==> src/rtl/l2_arb_pkg.sv <==
// Shared types and constants for the L2 port arbiter.
package l2_arb_pkg;

    localparam int unsigned WORD_BYTES = 4;
    localparam int unsigned ADDR_W     = 32;
    localparam int unsigned DATA_W     = 32;

    typedef struct packed {
        logic [ADDR_W-1:0]     addr;
        logic                  we;
        logic [WORD_BYTES-1:0] be;
        logic [DATA_W-1:0]     wdata;
    } l2_req_t;

    typedef struct packed {
        logic              rvalid;
        logic [DATA_W-1:0] rdata;
        logic              err;
    } l2_rsp_t;

endpackage

==> src/rtl/l2_rr_arbiter.sv <==
// Round-robin request arbiter with a single-master priority override.
module l2_rr_arbiter #(
    parameter int unsigned N_MST = 2,
    localparam int unsigned IDX_W = ($clog2(N_MST) > 1) ? $clog2(N_MST) : 1
) (
    input  logic [N_MST-1:0] req,
    input  logic [IDX_W-1:0] rr_q,
    input  logic             prio_en,
    input  logic [IDX_W-1:0] prio_idx,
    output logic [N_MST-1:0] gnt,
    output logic [IDX_W-1:0] win_idx,
    output logic [IDX_W-1:0] rr_d
);

    logic        prio_hit;
    logic        found;
    int unsigned cand;

    // Override only applies to an in-range index that is actually requesting
    always_comb begin
        prio_hit = 1'b0;
        for (int unsigned i = 0; i < N_MST; i++) begin
            if (prio_en && (prio_idx == IDX_W'(i)) && req[IDX_W'(i)]) begin
                prio_hit = 1'b1;
            end
        end
    end

    always_comb begin
        gnt     = '0;
        win_idx = '0;
        rr_d    = rr_q;
        found   = 1'b0;
        cand    = 0;
        if (prio_hit) begin
            gnt[prio_idx] = 1'b1;
            win_idx       = prio_idx;
        end else begin
            for (int unsigned i = 0; i < N_MST; i++) begin
                cand = 32'(rr_q) + i;
                if (cand >= N_MST) begin
                    cand = cand - N_MST;
                end
                if (!found && req[IDX_W'(cand)]) begin
                    found              = 1'b1;
                    gnt[IDX_W'(cand)]  = 1'b1;
                    win_idx            = IDX_W'(cand);
                    rr_d               = (cand == N_MST - 1) ? '0 : IDX_W'(cand + 1);
                end
            end
        end
    end

endmodule

==> src/rtl/l2_port_arbiter.sv <==
// Arbitrates N masters onto one single-port L2 SRAM with window decode and
// a one-cycle response path back to the granted master.
module l2_port_arbiter
    import l2_arb_pkg::*;
#(
    parameter int unsigned N_MST     = 2,
    parameter logic [31:0] BASE_ADDR = 32'h0000_0000,
    parameter int unsigned MEM_WORDS = 16384,
    localparam int unsigned IDX_W    = ($clog2(N_MST) > 1) ? $clog2(N_MST) : 1,
    localparam int unsigned MEM_AW   = $clog2(MEM_WORDS)
) (
    input  logic                        clk_i,
    input  logic                        rst_i,
    input  logic [N_MST-1:0]            m_req_i,
    input  logic [N_MST-1:0][31:0]      m_addr_i,
    input  logic [N_MST-1:0]            m_we_i,
    input  logic [N_MST-1:0][3:0]       m_be_i,
    input  logic [N_MST-1:0][31:0]      m_wdata_i,
    output logic [N_MST-1:0]            m_gnt_o,
    output logic [N_MST-1:0]            m_rvalid_o,
    output logic [N_MST-1:0][31:0]      m_rdata_o,
    output logic [N_MST-1:0]            m_err_o,
    input  logic                        prio_en_i,
    input  logic [IDX_W-1:0]            prio_mst_i,
    output logic                        mem_req_o,
    output logic                        mem_we_o,
    output logic [MEM_AW-1:0]           mem_addr_o,
    output logic [3:0]                  mem_be_o,
    output logic [31:0]                 mem_wdata_o,
    input  logic [31:0]                 mem_rdata_i
);

    logic [N_MST-1:0] gnt;
    logic [IDX_W-1:0] win_idx;
    logic [IDX_W-1:0] rr_q;
    logic [IDX_W-1:0] rr_d;
    l2_req_t          sel;
    logic [32:0]      offset;
    logic             hit;
    logic             any_gnt;

    logic             rsp_valid_q;
    logic [IDX_W-1:0] rsp_idx_q;
    logic             rsp_read_q;
    logic             rsp_err_q;
    l2_rsp_t          rsp [N_MST];

    l2_rr_arbiter #(
        .N_MST (N_MST)
    ) u_arb (
        .req      (m_req_i),
        .rr_q     (rr_q),
        .prio_en  (prio_en_i),
        .prio_idx (prio_mst_i),
        .gnt      (gnt),
        .win_idx  (win_idx),
        .rr_d     (rr_d)
    );

    always_comb begin
        sel.addr  = m_addr_i[win_idx];
        sel.we    = m_we_i[win_idx];
        sel.be    = m_be_i[win_idx];
        sel.wdata = m_wdata_i[win_idx];
    end

    // 33-bit offset: a borrow (addr below base) shows up in bit 32 and can never alias a hit
    assign offset  = {1'b0, sel.addr} - {1'b0, BASE_ADDR};
    assign hit     = !offset[32] && (offset < (33'(MEM_WORDS) * 33'(WORD_BYTES)));
    assign any_gnt = (|gnt) && !rst_i;
    assign m_gnt_o = rst_i ? '0 : gnt;

    always_comb begin
        mem_req_o   = 1'b0;
        mem_we_o    = 1'b0;
        mem_addr_o  = '0;
        mem_be_o    = '0;
        mem_wdata_o = '0;
        if (any_gnt && hit) begin
            mem_req_o   = 1'b1;
            mem_we_o    = sel.we;
            mem_addr_o  = offset[MEM_AW+1:2];
            mem_be_o    = sel.be;
            mem_wdata_o = sel.wdata;
        end
    end

    always_ff @(posedge clk_i or posedge rst_i) begin
        if (rst_i) begin
            rr_q        <= '0;
            rsp_valid_q <= 1'b0;
            rsp_idx_q   <= '0;
            rsp_read_q  <= 1'b0;
            rsp_err_q   <= 1'b0;
        end else begin
            rr_q        <= rr_d;
            rsp_valid_q <= any_gnt;
            rsp_idx_q   <= win_idx;
            rsp_read_q  <= !sel.we && hit;
            rsp_err_q   <= !hit;
        end
    end

    // Steer the single in-flight response to its master; everyone else sees zeros
    always_comb begin
        for (int unsigned i = 0; i < N_MST; i++) begin
            rsp[i].rvalid = rsp_valid_q && (rsp_idx_q == IDX_W'(i));
            rsp[i].err    = rsp[i].rvalid && rsp_err_q;
            rsp[i].rdata  = (rsp[i].rvalid && rsp_read_q) ? mem_rdata_i : '0;
            m_rvalid_o[i] = rsp[i].rvalid;
            m_err_o[i]    = rsp[i].err;
            m_rdata_o[i]  = rsp[i].rdata;
        end
    end

endmodule
==> config.mk <==
export PLATFORM = sky130hd
export DESIGN_NAME = l2_port_arbiter
export DESIGN_NICKNAME = d
export VERILOG_FILES = /design/src/rtl/l2_arb_pkg.sv /design/src/rtl/l2_rr_arbiter.sv /design/src/rtl/l2_port_arbiter.sv
export SDC_FILE = /design/constraint.sdc
export NUM_CORES = 1
export LEC_CHECK = 0
export CAP_MARGIN = 0
export CORE_AREA = 8 8 111 113
export CTS_CLUSTER_DIAMETER = 150
export DETAILED_ROUTE_END_ITERATION = 8
export DIE_AREA = 0 0 119 121
export GPL_ROUTABILITY_DRIVEN = 0
export PLACE_DENSITY = 0.66
export RECOVER_POWER = 100
export SLEW_MARGIN = 40
export SYNTH_ARGS = -nofsm -noshare
export SYNTH_HDL_FRONTEND = slang
export SYNTH_SLANG_ARGS = --single-unit
==> constraint.sdc <==
create_clock -name clk_i -period 2.4 [get_ports clk_i]
set_input_delay 0.48 -clock clk_i [delete_from_list [all_inputs] [get_ports clk_i]]
set_output_delay 0.48 -clock clk_i [all_outputs]
set_load 0.005 [all_outputs]
==> flow_summary.ini, run 1 <==
[clock_network]
ctsHoldBuffers = 0
numCtsBuffers = 3
cts_tree = built
cts.htree.levels = 1
cts.reportedPaths.clkPinSlew_ns = 0.04
cts.sinks = 5
clockBufferDepth = 2
clkLatencyLatePin_ns = 0.22
cts_root_buf = clkbuf_8

[die]
num_rows = 38
die_y_um = 121
fp.coreArea_um2 = 10600
dieArea_um2 = 14400
io_pins = 298
start_util_pct = 16.82
die_w_um = 119

[synth]
async_flop_share_pct = 100.0
synth_edf_count = 0
synth_top_family_by_area = simple AND/OR/NAND/NOR gates
synthXorXnorAreaFrac_pct = 0
synth_compound_area_share_pct = 27.16
syn_inst = 287
syn-cell-area_um2 = 1783
yosysSeqAreaShare_pct = 7.018
yosys.area_share.simple_pct = 54.81
synthAdderAreaFrac_pct = 0
synthDistinctLibCells = 27
synth_area_per_cell_um2 = 6.212
synth_ff_type = dfrtp_1
yosys_register_bits = 5
synth.area.mux_share_pct = 0.7719
synth_nets = 463
ys_warn_count = 0

[setup_path]
cp_data_required_time_ns = 1.92
start_kind = input port
worstSetupEndpointType = output pin
path_max_fanout = 6
path_class = input port to output pin
cp.arrival_ns = 1.97

[global_routing]
track_usage_pct = 20.00
grt_overflow_total = 0
grt_pass1_vias = 3866
grt_first_pass_wirelength_um = 22700
grt_max_degree = 35
antenna_found_initial = 0

[sta]
post-route-period-util_pct = 102.0
rsz0062_at_grt = yes
fin_skew_ns = 0.0007985
drv_slew = 0
fmax_ghz = 0.4085
min_period_ns = 2.448
relSlewSlack_pct = 80.31
setup_violations = 25
worstMarginPinSlew_ns = 0.2930
hold_violations = 0
hold_slack_ns = 0.5156
setup_slack_ns = -0.04789

[layout]
utilization_pct = 54.39
nets = 790
fillers = 985
syn_to_final_growth_pct = 223.4
drive_gt1_share_pct = 39.31
diodes = 0

[power]
p_total_uw = 829.3
power_density_nw_per_um2 = 143.8
ir_worst_vdd_mv = 0.1204
p_leak_uw = 0.002416

[placed_design]
dp_hpwl_um = 11130
port_buffers = 293
dpl_worst_slack_ns = -0.7902

[hold_path]
holdCritPathClass = input port to async pin

[job]
cap_viol_max_count = 0

[detailed_routing]
route.detailed.drc = 0
vias_per_cell = 4.734
routed-via-count = 3565
wl_per_cell_um = 21.11
first_iter_violations = 153
drtPass1Iterations = 4
wirelength_um = 15900
ant_nets = 0

[status]
violations = negative setup slack
status = finished with violations
-- placed cells by master (no fill, tap or decap), types with 7 or more instances in the layout --
| cell type | instances |
|---|---|
| buf_16 | 12 |
| nor4_2 | 7 |
| buf_2 | 63 |
| clkdlybuf4s15_1 | 10 |
| buf_4 | 19 |
| clkdlybuf4s50_1 | 203 |
| dlygate4sd2_1 | 12 |
| and2_1 | 35 |
| nand2_1 | 53 |
| buf_12 | 9 |
| o21ai_2 | 48 |
| nand3_4 | 9 |
| nand3_2 | 36 |
| and3_1 | 34 |
| buf_6 | 11 |
-- layer usage --
layer	up-vias	global-route usage (%)	wire, µm
li1	1671	-	-
met1	1646	19.87	5762
met2	226	40.08	8429
met3	22	5.677	1432
met4	0	4.111	273
met5	-	0	0
-- final timing paths --
kind / from / end / slack (ns) / depth (start not counted)
max in group asynchronous: rst_i / rsp_err_q$_DFF_PP0_ / 1.67 / 3
max reg2reg: rr_q$_DFFE_PP0P_ / rsp_err_q$_DFF_PP0_ / 0.77 / 7
min reg2reg: rr_q$_DFFE_PP0P_ / rr_q$_DFFE_PP0P_ / 0.64 / 2
max: m_addr_i[49] / mem_wdata_o[28] / -0.05 / 8
min in group clk_i: prio_mst_i / rr_q$_DFFE_PP0P_ / 0.59 / 3
min: rst_i / rr_q$_DFFE_PP0P_ / 0.52 / 3
-- Yosys cell counts (3+ instances only) --
cell type | number | share of area, %
buf_6 | 6 | 3.8
buf_2 | 8 | 2.2
o21ai_1 | 9 | 2.5
and2_1 | 35 | 12
o21ai_2 | 40 | 20
inv_1 | 3 | 0.63
clkbuf_1 | 17 | 3.6
dfrtp_1 | 5 | 7.0
and3_1 | 34 | 12
nand3_1 | 51 | 14
nor4_1 | 8 | 2.8
nand2_1 | 53 | 11
-- per-stage QoR --
step                      area, µm²  setup TNS, ns  std cells
after floorplan                1783              0        287
after global placement         4964         -35.93        712
after detailed placement       4964         -38.79        712
after CTS                      5436       -0.05659        751
after global routing           5767         -3.859        753
final                          5767        -0.4634        753
-- layout make-up --
type | count | area (µm²) | share of cell area, %
timing repair buffer | 353 | 3518 | 61.01
multi-input combinational | 248 | 1892 | 32.81
tap | 140 | 175.2 | 3.038
sequential | 5 | 125.1 | 2.170
clock buffer | 4 | 45.04 | 0.7811
inverter | 3 | 11.26 | 0.1953
-- timing repair --
action                                  4_1_cts  5_1_grt
endpoints found under the setup margin       54       49
setup buffers                                20        4
resized for setup                           342       82
pin swaps                                    36       26
cloned                                       16        3
-- cell families after synthesis --
family,count (synthesis)
AO/OA/AOI/OAI,59
buffers and inverters,34
flip-flops,5
multiplexers,1
AND/OR/NAND/NOR,188
-- power by group --
| group | internal (µW) | leakage, µW | switching [µW] |
|---|---|---|---|
| Sequential | 90.6 | 0.0000593 | 5.52 |
| Combinational | 367 | 0.00233 | 209 |
| Clock | 114 | 0.0000228 | 43.7 |
| Total | 572 | 0.00242 | 258 |
-- sequential cells by signal, indices dropped and copies added, names as in the netlist --
signal	cells
rsp_valid_q	1
rsp_idx_q	1
rr_q	1
rsp_err_q	1
rsp_read_q	1
-- worst max-delay path, cell delays in order --
cell and delay, ns:
clkdlybuf4s15_1 0.20, nor4_2 0.35, and4_4 0.33, buf_8 0.13
buf_6 0.16, nand3_2 0.09, o21ai_1 0.09, buf_2 0.14
(Power assumes the default switching activity.)
==> inputs of run 2 (changes only) <==
--- a/config.mk
+++ b/config.mk
@@ -11,6 +11,7 @@
 export DETAILED_ROUTE_END_ITERATION = 8
 export DIE_AREA = 0 0 119 121
 export GPL_ROUTABILITY_DRIVEN = 0
+export HOLD_SLACK_MARGIN = 0.1
 export PLACE_DENSITY = 0.66
 export RECOVER_POWER = 100
 export SLEW_MARGIN = 40
==> results of run 2 <==
Final layout, timing and power as in run 1 (identical DEF).
